<file path="config.mk">
export PLATFORM = sky130hd
export DESIGN_NAME = mtm_alu_deserializer_flat
export DESIGN_NICKNAME = d
export VERILOG_FILES = /design/src/rtl/mtm_alu_deserializer_if.sv /design/src/rtl/mtm_alu_deserializer.sv /design/src/flat_wrapper.sv
export SDC_FILE = /design/constraint.sdc
export NUM_CORES = 1
export LEC_CHECK = 0
export ABC_AREA = 0
export CORE_ASPECT_RATIO = 1.1
export CORE_MARGIN = 10
export CORE_UTILIZATION = 61
export CTS_CLUSTER_SIZE = 28
export DETAILED_ROUTE_END_ITERATION = 16
export PLACE_DENSITY = 0.9
export SYNTH_ARGS = -nofsm -noshare
export SYNTH_HDL_FRONTEND = slang
export SYNTH_SLANG_ARGS = --single-unit
</file>
<file path="constraint.sdc">
create_clock -name clk -period 3.74 [get_ports clk]
set_input_delay 0.561 -clock clk [delete_from_list [all_inputs] [get_ports clk]]
set_output_delay 0.561 -clock clk [all_outputs]
set_load 0.01 [all_outputs]
</file>
<file path="src/rtl/mtm_alu_deserializer_if.sv">
// Serial-in / parallel-out bundle between the sin driver and the ALU deserializer.
// master drives sin; slave (the deserializer) returns the decoded transaction.
interface mtm_alu_deserializer_if;
    logic        sin;
    logic [31:0] a_o;
    logic [31:0] b_o;
    logic [2:0]  op_o;
    logic [2:0]  err_o;
    logic        valid_o;

    modport master (
        output sin,
        input  a_o, b_o, op_o, err_o, valid_o
    );

    modport slave (
        input  sin,
        output a_o, b_o, op_o, err_o, valid_o
    );
endinterface

</file>
<file path="src/rtl/mtm_alu_deserializer.sv">
// Parses 11-bit serial frames into operands A/B and an op code, checks CRC4,
// and emits one classified transaction per CTL frame as a one-cycle valid pulse.
module mtm_alu_deserializer #(
    parameter int DATA_FRAMES = 8,
    parameter bit CHECK_STOP  = 1'b1
) (
    input  logic                  clk,
    input  logic                  rst_n,
    mtm_alu_deserializer_if.slave bus
);

    localparam logic [1:0] IDLE = 2'd0;
    localparam logic [1:0] TYPE = 2'd1;
    localparam logic [1:0] DATA = 2'd2;
    localparam logic [1:0] STOP = 2'd3;

    logic [1:0]  state_reg;
    logic [2:0]  bit_cnt_reg;
    logic        type_reg;
    logic [7:0]  byte_reg;
    logic [63:0] data_reg;
    logic [3:0]  count_reg;
    logic        framing_reg;

    logic [31:0] a_reg;
    logic [31:0] b_reg;
    logic [2:0]  op_reg;
    logic [2:0]  err_reg;
    logic        valid_reg;

    logic [3:0]  crc_calc;
    logic        err_data;
    logic        err_crc;
    logic        err_op;
    logic [2:0]  err_next;

    // Serial LFSR for x^4+x+1, zero init, fed MSB first.
    function automatic logic [3:0] crc4(input logic [67:0] bits);
        logic [3:0] crc;
        logic       fb;
        crc = 4'b0000;
        for (int i = 67; i >= 0; i--) begin
            fb  = crc[3] ^ bits[i];
            crc = {crc[2:0], 1'b0} ^ (fb ? 4'b0011 : 4'b0000);
        end
        return crc;
    endfunction

    always_comb begin
        crc_calc = crc4({data_reg, 1'b1, byte_reg[6:4]});
        err_data = (count_reg != 4'(DATA_FRAMES)) || framing_reg;
        err_crc  = (byte_reg[3:0] != crc_calc);
        err_op   = !(byte_reg[6:4] inside {3'b000, 3'b001, 3'b100, 3'b101});
        err_next = 3'b000;
        if (err_data) begin
            err_next = 3'b100;
        end else if (err_crc) begin
            err_next = 3'b010;
        end else if (err_op) begin
            err_next = 3'b001;
        end
    end

    always_ff @(posedge clk or negedge rst_n) begin
        if (!rst_n) begin
            state_reg   <= IDLE;
            bit_cnt_reg <= 3'd0;
            type_reg    <= 1'b0;
            byte_reg    <= 8'd0;
            data_reg    <= 64'd0;
            count_reg   <= 4'd0;
            framing_reg <= 1'b0;
            a_reg       <= 32'd0;
            b_reg       <= 32'd0;
            op_reg      <= 3'd0;
            err_reg     <= 3'd0;
            valid_reg   <= 1'b0;
        end else begin
            valid_reg <= 1'b0;
            case (state_reg)
                IDLE: begin
                    if (!bus.sin) begin
                        state_reg <= TYPE;
                    end
                end
                TYPE: begin
                    type_reg    <= bus.sin;
                    bit_cnt_reg <= 3'd7;
                    state_reg   <= DATA;
                end
                DATA: begin
                    byte_reg    <= {byte_reg[6:0], bus.sin};
                    bit_cnt_reg <= bit_cnt_reg - 3'd1;
                    if (bit_cnt_reg == 3'd0) begin
                        state_reg <= STOP;
                    end
                end
                STOP: begin
                    state_reg <= IDLE;
                    if (!bus.sin && CHECK_STOP) begin
                        framing_reg <= 1'b1;
                    end else if (!type_reg) begin
                        data_reg <= {data_reg[55:0], byte_reg};
                        if (count_reg != 4'd15) begin
                            count_reg <= count_reg + 4'd1;
                        end
                    end else begin
                        // Operands are published even on error; the consumer keys off err_o.
                        b_reg       <= data_reg[63:32];
                        a_reg       <= data_reg[31:0];
                        op_reg      <= byte_reg[6:4];
                        err_reg     <= err_next;
                        valid_reg   <= 1'b1;
                        count_reg   <= 4'd0;
                        framing_reg <= 1'b0;
                    end
                end
                default: state_reg <= IDLE;
            endcase
        end
    end

    assign bus.a_o     = a_reg;
    assign bus.b_o     = b_reg;
    assign bus.op_o    = op_reg;
    assign bus.err_o   = err_reg;
    assign bus.valid_o = valid_reg;

endmodule
</file>
<file path="src/flat_wrapper.sv">
// flat-port wrapper written by rule: the top's interface ports become plain ports
module mtm_alu_deserializer_flat 
#(
    parameter int DATA_FRAMES = 8,
    parameter bit CHECK_STOP  = 1'b1
)
  (clk, rst_n, bus_sin, bus_a_o, bus_b_o, bus_op_o, bus_err_o, bus_valid_o);
  mtm_alu_deserializer_if bus_i ();
  input  logic clk;
  input  logic rst_n;
  input wire logic [$bits(bus_i.sin)-1:0] bus_sin;
  output wire logic [$bits(bus_i.a_o)-1:0] bus_a_o;
  output wire logic [$bits(bus_i.b_o)-1:0] bus_b_o;
  output wire logic [$bits(bus_i.op_o)-1:0] bus_op_o;
  output wire logic [$bits(bus_i.err_o)-1:0] bus_err_o;
  output wire logic [$bits(bus_i.valid_o)-1:0] bus_valid_o;
  assign bus_i.sin = bus_sin;
  assign bus_a_o = bus_i.a_o;
  assign bus_b_o = bus_i.b_o;
  assign bus_op_o = bus_i.op_o;
  assign bus_err_o = bus_i.err_o;
  assign bus_valid_o = bus_i.valid_o;
  mtm_alu_deserializer #(.DATA_FRAMES(DATA_FRAMES), .CHECK_STOP(CHECK_STOP)) u_core (.clk(clk), .rst_n(rst_n), .bus(bus_i));
endmodule
</file>
# --- Word-level counts from Yosys, hierarchy flattened ---
# Index checks and enable logic that the tools add are counted.
word_totals:
  reg_bits: 154
  in_bits: 3
  output_inout_bits: 71
  elab_cells: 254
classes:
  n_addsub: 2
  eq_ne: 12
  n_mux: 82
  n_bitwise: 134
  n_reduce_logical: 12
op_table:
  columns: ["operator", "n"]
  rows:
  - ["$xor 4x4->4", 67]
  - ["$mux 2", 71]
  - ["$xor 1x1->1", 65]
  - ["$reduce_and 3->1", 3]
  - ["$mux 4", 2]
  - ["$ne 4x4->1 const B", 2]
  - ["$pmux 2 s4", 1]
  - ["$eq 3x3->1 const B", 2]
  - ["$logic_not 3->1", 2]
  - ["$mux 1", 6]
  - ["$pmux 3 s2", 1]
  - ["$add 4x1->4 const B", 1]
  - ["$eq 2x2->1 const B", 2]
  - ["$ne 2x1->1 const B", 2]
  - ["$ne 4x4->1", 1]
  - ["$reduce_and 2->1", 2]
  - ["$reduce_bool 2->1", 2]
  - ["$reduce_bool 4->1", 1]
  - ["$eq 3x1->1 const B", 1]
  - ["$mux 3", 1]
  - ["$sub 3x1->3 const B", 1]
  - ["$eq 2x1->1 const B", 1]
  - ["$logic_not 2->1", 1]
  - ["$ne 2x2->1 const B", 1]
  - ["3 further kinds", 3]

# --- Longest topological paths before layout ---
depth:
  depth_word: 203
  depth_mapped: 9
  depth_no_buf: 8

# --- Worst setup path after synthesis ---
# Ideal clock, no wire load.
synth_timing:
  path_type: "register to register"
  from: "register u_core.data_reg[27]"
  to: "register u_core.err_reg[1], in the netlist u_core.bus.err_o[1]"
  setup_time_ns: 0.121
  arrival_time_ns: 2.425
  required_ns: 3.619
  slack_ns: 1.194
  stages_incl_launch_ff: 9
  n_path_buf: 0
  synth_period_minus_slack_ns: 2.546
  cell_sequence: "dfrtp_1 xor2_1 xnor3_2 xnor2_2 xnor3_1 xnor3_1 nor3_1 o22ai_1 a22o_1"
synth_between:
  elab_chain_len: 57
  word_cells_on_any_way: 92
  cone_classes: "eq/ne: 1; mux: 31; bitwise: 60"
synth_rtl:
  columns: ["element", "line", "text"]
  rows:
  - ["start, declared", "mtm_alu_deserializer.sv:21", "logic [63:0] data_reg;"]
  - ["start signal, assigned", "mtm_alu_deserializer.sv:103", "data_reg <= {data_reg[55:0], byte_reg};"]
  - ["$xor 1x1->1 *", "mtm_alu_deserializer.sv:43", "fb = crc[3] ^ bits[i];"]
  - ["$mux 2 *", "mtm_alu_deserializer.sv:44", "crc = {crc[2:0], 1'b0} ^ (fb ? 4'b0011 : 4'b0000);"]
  - ["$xor 4x4->4 * (3 in series)", "mtm_alu_deserializer.sv:44", null]
  - ["$xor 1x1->1", "mtm_alu_deserializer.sv:43", null]
  - ["$mux 2", "mtm_alu_deserializer.sv:44", null]
  - ["$xor 4x4->4 * (3 in series)", "mtm_alu_deserializer.sv:44", null]
  - ["$xor 1x1->1", "mtm_alu_deserializer.sv:43", null]
  - ["$mux 2", "mtm_alu_deserializer.sv:44", null]
  - ["[... 34 more ...]", null, null]
  - ["$mux 2", "mtm_alu_deserializer.sv:44", null]
  - ["$xor 4x4->4 * (4 in series)", "mtm_alu_deserializer.sv:44", null]
  - ["$xor 1x1->1 / $mux 2 (equally long branches)", "mtm_alu_deserializer.sv:43, mtm_alu_deserializer.sv:44", null]
  - ["$mux 2 / $xor 4x4->4 (equally long branches)", "mtm_alu_deserializer.sv:44", null]
  - ["$xor 4x4->4 *", "mtm_alu_deserializer.sv:44", null]
  - ["$ne 4x4->1 *", "mtm_alu_deserializer.sv:52", "err_crc = (byte_reg[3:0] != crc_calc);"]
  - ["$mux 2 *", "mtm_alu_deserializer.sv:57", "end else if (err_crc) begin"]
  - ["$mux 3 *", "mtm_alu_deserializer.sv:55", "if (err_data) begin"]
  - ["end signal, assigned", "mtm_alu_deserializer.sv:112", "err_reg <= err_next;"]
  - ["end, declared", "mtm_alu_deserializer.sv:28", "logic [2:0] err_reg;"]
# Mark *: on every way between the ends. The rest lies on a longest branch, timed or not.
# A chain may end at the register's enable or synchronous reset.

# --- Worst setup path in the final report ---
layout_timing:
  from: "register u_core.data_reg[33]"
  to: "register u_core.err_reg[1], in the netlist u_core.bus.err_o[1]"
layout_between:
  elab_chain_len: 67
  word_cells_on_any_way: 110
  cone_classes: "eq/ne: 1; mux: 37; bitwise: 72"
layout_rtl:
  columns: ["element", "line"]
  rows:
  - ["$xor 1x1->1 *", "mtm_alu_deserializer.sv:43"]
  - ["$mux 2 *", "mtm_alu_deserializer.sv:44"]
  - ["$xor 4x4->4 * (3 in series)", "mtm_alu_deserializer.sv:44"]
  - ["$xor 1x1->1", "mtm_alu_deserializer.sv:43"]
  - ["$mux 2", "mtm_alu_deserializer.sv:44"]
  - ["$xor 4x4->4 * (3 in series)", "mtm_alu_deserializer.sv:44"]
  - ["$xor 1x1->1", "mtm_alu_deserializer.sv:43"]
  - ["$mux 2", "mtm_alu_deserializer.sv:44"]
  - ["[... 44 more ...]", null]
  - ["$mux 2", "mtm_alu_deserializer.sv:44"]
  - ["$xor 4x4->4 * (4 in series)", "mtm_alu_deserializer.sv:44"]
  - ["$xor 1x1->1 / $mux 2 (equally long branches)", "mtm_alu_deserializer.sv:43, mtm_alu_deserializer.sv:44"]
  - ["$mux 2 / $xor 4x4->4 (equally long branches)", "mtm_alu_deserializer.sv:44"]
  - ["$xor 4x4->4 *", "mtm_alu_deserializer.sv:44"]
  - ["$ne 4x4->1 *", "mtm_alu_deserializer.sv:52"]
  - ["$mux 2 *", "mtm_alu_deserializer.sv:57"]
  - ["$mux 3 *", "mtm_alu_deserializer.sv:55"]
# Marks and branches as above.

==> results.json <==
{
  "outcome": "finished clean",
  "routed_via_density": 5.49,
  "die_y_um": 132,
  "clock.fmax_mhz": 350,
  "row_count": 40,
  "combPwrFrac": 0.443,
  "postSynthCellCount": 752,
  "power_switching_mw": 2.67,
  "largest_reg_flops": 64,
  "core_mm2": 0.0111,
  "yosys_warnings": 0,
  "cts_made_buffers": 17,
  "drcViolationCount": 0,
  "grt_pass1_wl_um": 28200,
  "vias": 5371,
  "final_hold_viol_count": 0,
  "synth_edf_count": 0,
  "path_class": "flop to flop",
  "fin_crit_sh": 0.764,
  "die_area_mm2": 0.0162,
  "cts.repair.resized": 0,
  "fin_ws_ns": 0.882,
  "ioPinCount": 74,
  "powerDensity_mw_per_mm2": 879,
  "h-tree-depth": 4,
  "syn-mean-instance-area_um2": 9.31,
  "cts.sink_count": 154,
  "path_delay_family": "XOR/XNOR gates",
  "crit_chain": "xnor2_1 > xnor3_1 > xnor2_1 > xnor3_1 > xnor3_1 > nor3_1 > o22ai_1 > a22o_1",
  "grt_max_degree": 80,
  "ys_seq_area_frac": 0.550,
  "synth_ff_type": "dfrtp_1",
  "antenna_left": 0,
  "fin_crit_ns": 2.86,
  "p_leak_nw": 4.42,
  "drv_slew": 0,
  "grt.total_usage": 0.219,
  "critPathMaxStageDelay_ns": 0.43,
  "synth_area_mm2": 0.00700,
  "antennaDiodeCount": 0,
  "cts_setup_buffers": 0,
  "area_growth_pct": 20.7,
  "total_power_mw": 7.43,
  "wl_um": 17100,
  "syn_nets": 764,
  "hp-class": "primary input to async pin",
  "place_ws_ns": 0.921,
  "multi_input_area_mm2": 0.00299,
  "initial_core_util": 0.633,
  "first_global_vias": 5611,
  "critPathMostFrequentCell": "xnor3_1",
  "cts_tree": "done",
  "cp-end-kind": "flop",
  "wire_per_inst_um": 17.5,
  "place.gp.congestion": 0.922,
  "p_seq_frac": 0.332,
  "layout.nets": 830,
  "yosysUniqueCellTypes": 34,
  "drv_cap": 0,
  "clk_pin_slew_worst_paths_ns": 0.06,
  "power.share.clock": 0.225,
  "async_reset_ff_frac": 1.00,
  "final_layout_size_suffix_gt1_frac": 0.0602,
  "portBuffers": 73,
  "clock_path_buffers": 2,
  "ys_ff_latch": 154,
  "regArea_mm2": 0.00385,
  "dp_hpwl_um": 11300,
  "cts_root_buffer": "clkbuf_16",
  "ir_drop_v": 0.000623,
  "switching_share": 0.360,
  "path_buf_inv": 0,
  "internal-power_mw": 4.76,
  "drt-initial-drc-count": 515,
  "first_pass_iters": 5,
  "antenna_found_initial": 0,
  "clock_latency_ns": 0.42,
  "mostFrequentLayoutCells": "401 x nand2_1, 154 x dfrtp_1, 72 x clkdlybuf4s50_1, 69 x xnor2_1, 17 x clkbuf_16",
  "fillers": 691,
  "layout_commonest_cell": "nand2_1",
  "tns_ns": 0,
  "grt_overflow": 0,
  "rsz0062_at_grt": "no",
  "dieWidth_um": 122,
  "worstMarginPinSlew_ns": 0.796,
  "hold-worst-slack_ns": 0.151,
  "cp-start-kind": "flop",
  "crit_arrival_ns": 3.16,
  "cp_max_fo": 4,
  "fin_skew_ns": 0.00675,
  "slowest_stage": "xnor3_1",
  "holdBufCountCts": 0,
  "relSlewSlack": 0.468,
  "required_ns": 4.04,
  "setup_violations": 0
}
-- worst reg2reg max path: cells and delay by family (launching register included) --
kind | cells | cell delay [ns]
xor+xnor | 5 | 1.78
compound gates | 2 | 0.34
simple gates | 1 | 0.21
flops | 1 | 0.42
-- power by group through the flow --
stage          Clock, mW  Sequential, mW  Combinational, mW
4_1_cts             1.68            2.46               3.25
5_1_grt             1.75            2.51               3.49
3_5_place_dp           0            2.48               3.14
3_3_place_gp           0            2.45               3.02
6_report            1.67            2.47               3.29
2_1_floorplan          0            2.38               2.42
-- stage by stage --
step	cell area [µm²]	util	cells
floorplan	7000	-	752
global route	8450	0.764	978
global placement	7880	0.712	946
CTS	8450	0.764	978
detailed placement	7880	0.712	946
finish	8450	0.764	978
-- final timing paths --
kind	startpoint	slack (ns)	to	cells past startpoint
max	u_core.data_reg[33]	0.88	u_core.bus.err_o[1]	8
min	rst_n	0.15	u_core.bus.a_o[18]	1
max reg2reg	u_core.data_reg[33]	0.88	u_core.bus.err_o[1]	8
min reg2reg	u_core.byte_reg[7]	0.47	u_core.data_reg[7]	2
max in group asynchronous	rst_n	2.75	u_core.data_reg[2]	2
min in group clk	u_core.byte_reg[7]	0.47	u_core.data_reg[7]	2
-- routing by layer --
metal	share of wire	GRT usage	vias up	wire, µm
li1	-	-	2453	-
met1	0.38	0.253	2655	6510
met2	0.51	0.375	212	8800
met3	0.066	0.0510	51	1130
met4	0.038	0.0950	0	656
met5	0	0	-	0
-- kinds of logic after synthesis --
| family | count (synthesis) | share of synthesized area |
|---|---|---|
| buf+inv | 44 | 0.0243 |
| flops | 154 | 0.550 |
| compound gates | 17 | 0.0164 |
| fa+ha+maj | 9 | 0.0161 |
| xor+xnor | 97 | 0.149 |
| simple gates | 422 | 0.230 |
| mux | 9 | 0.0145 |
-- synthesized netlist by cell type, types with 2 or more instances --
library cell	number	area [µm²]
nand2_1	401	1510
nor3_1	2	10.0
ha_1	9	113
a31oi_1	5	31.3
xnor2_1	69	604
o21ai_0	4	20.0
buf_1	6	22.5
xnor3_1	11	248
mux2_2	9	101
xor2_1	14	123
clkbuf_1	24	90.1
and3_1	3	18.8
inv_1	11	41.3
nand3_1	3	15.0
nor2_1	9	33.8
dfrtp_1	154	3850
-- final cells by class --
cell class / instances / share of cell area
clock inverter: 10 / 0.0141
clock buffer: 22 / 0.0538
inverter: 12 / 0.00533
tap: 147 / 0.0218
timing repair buffer: 79 / 0.0949
multi-input combinational: 554 / 0.354
sequential: 154 / 0.456
No activity file was read; power rests on OpenSTA's default activity.
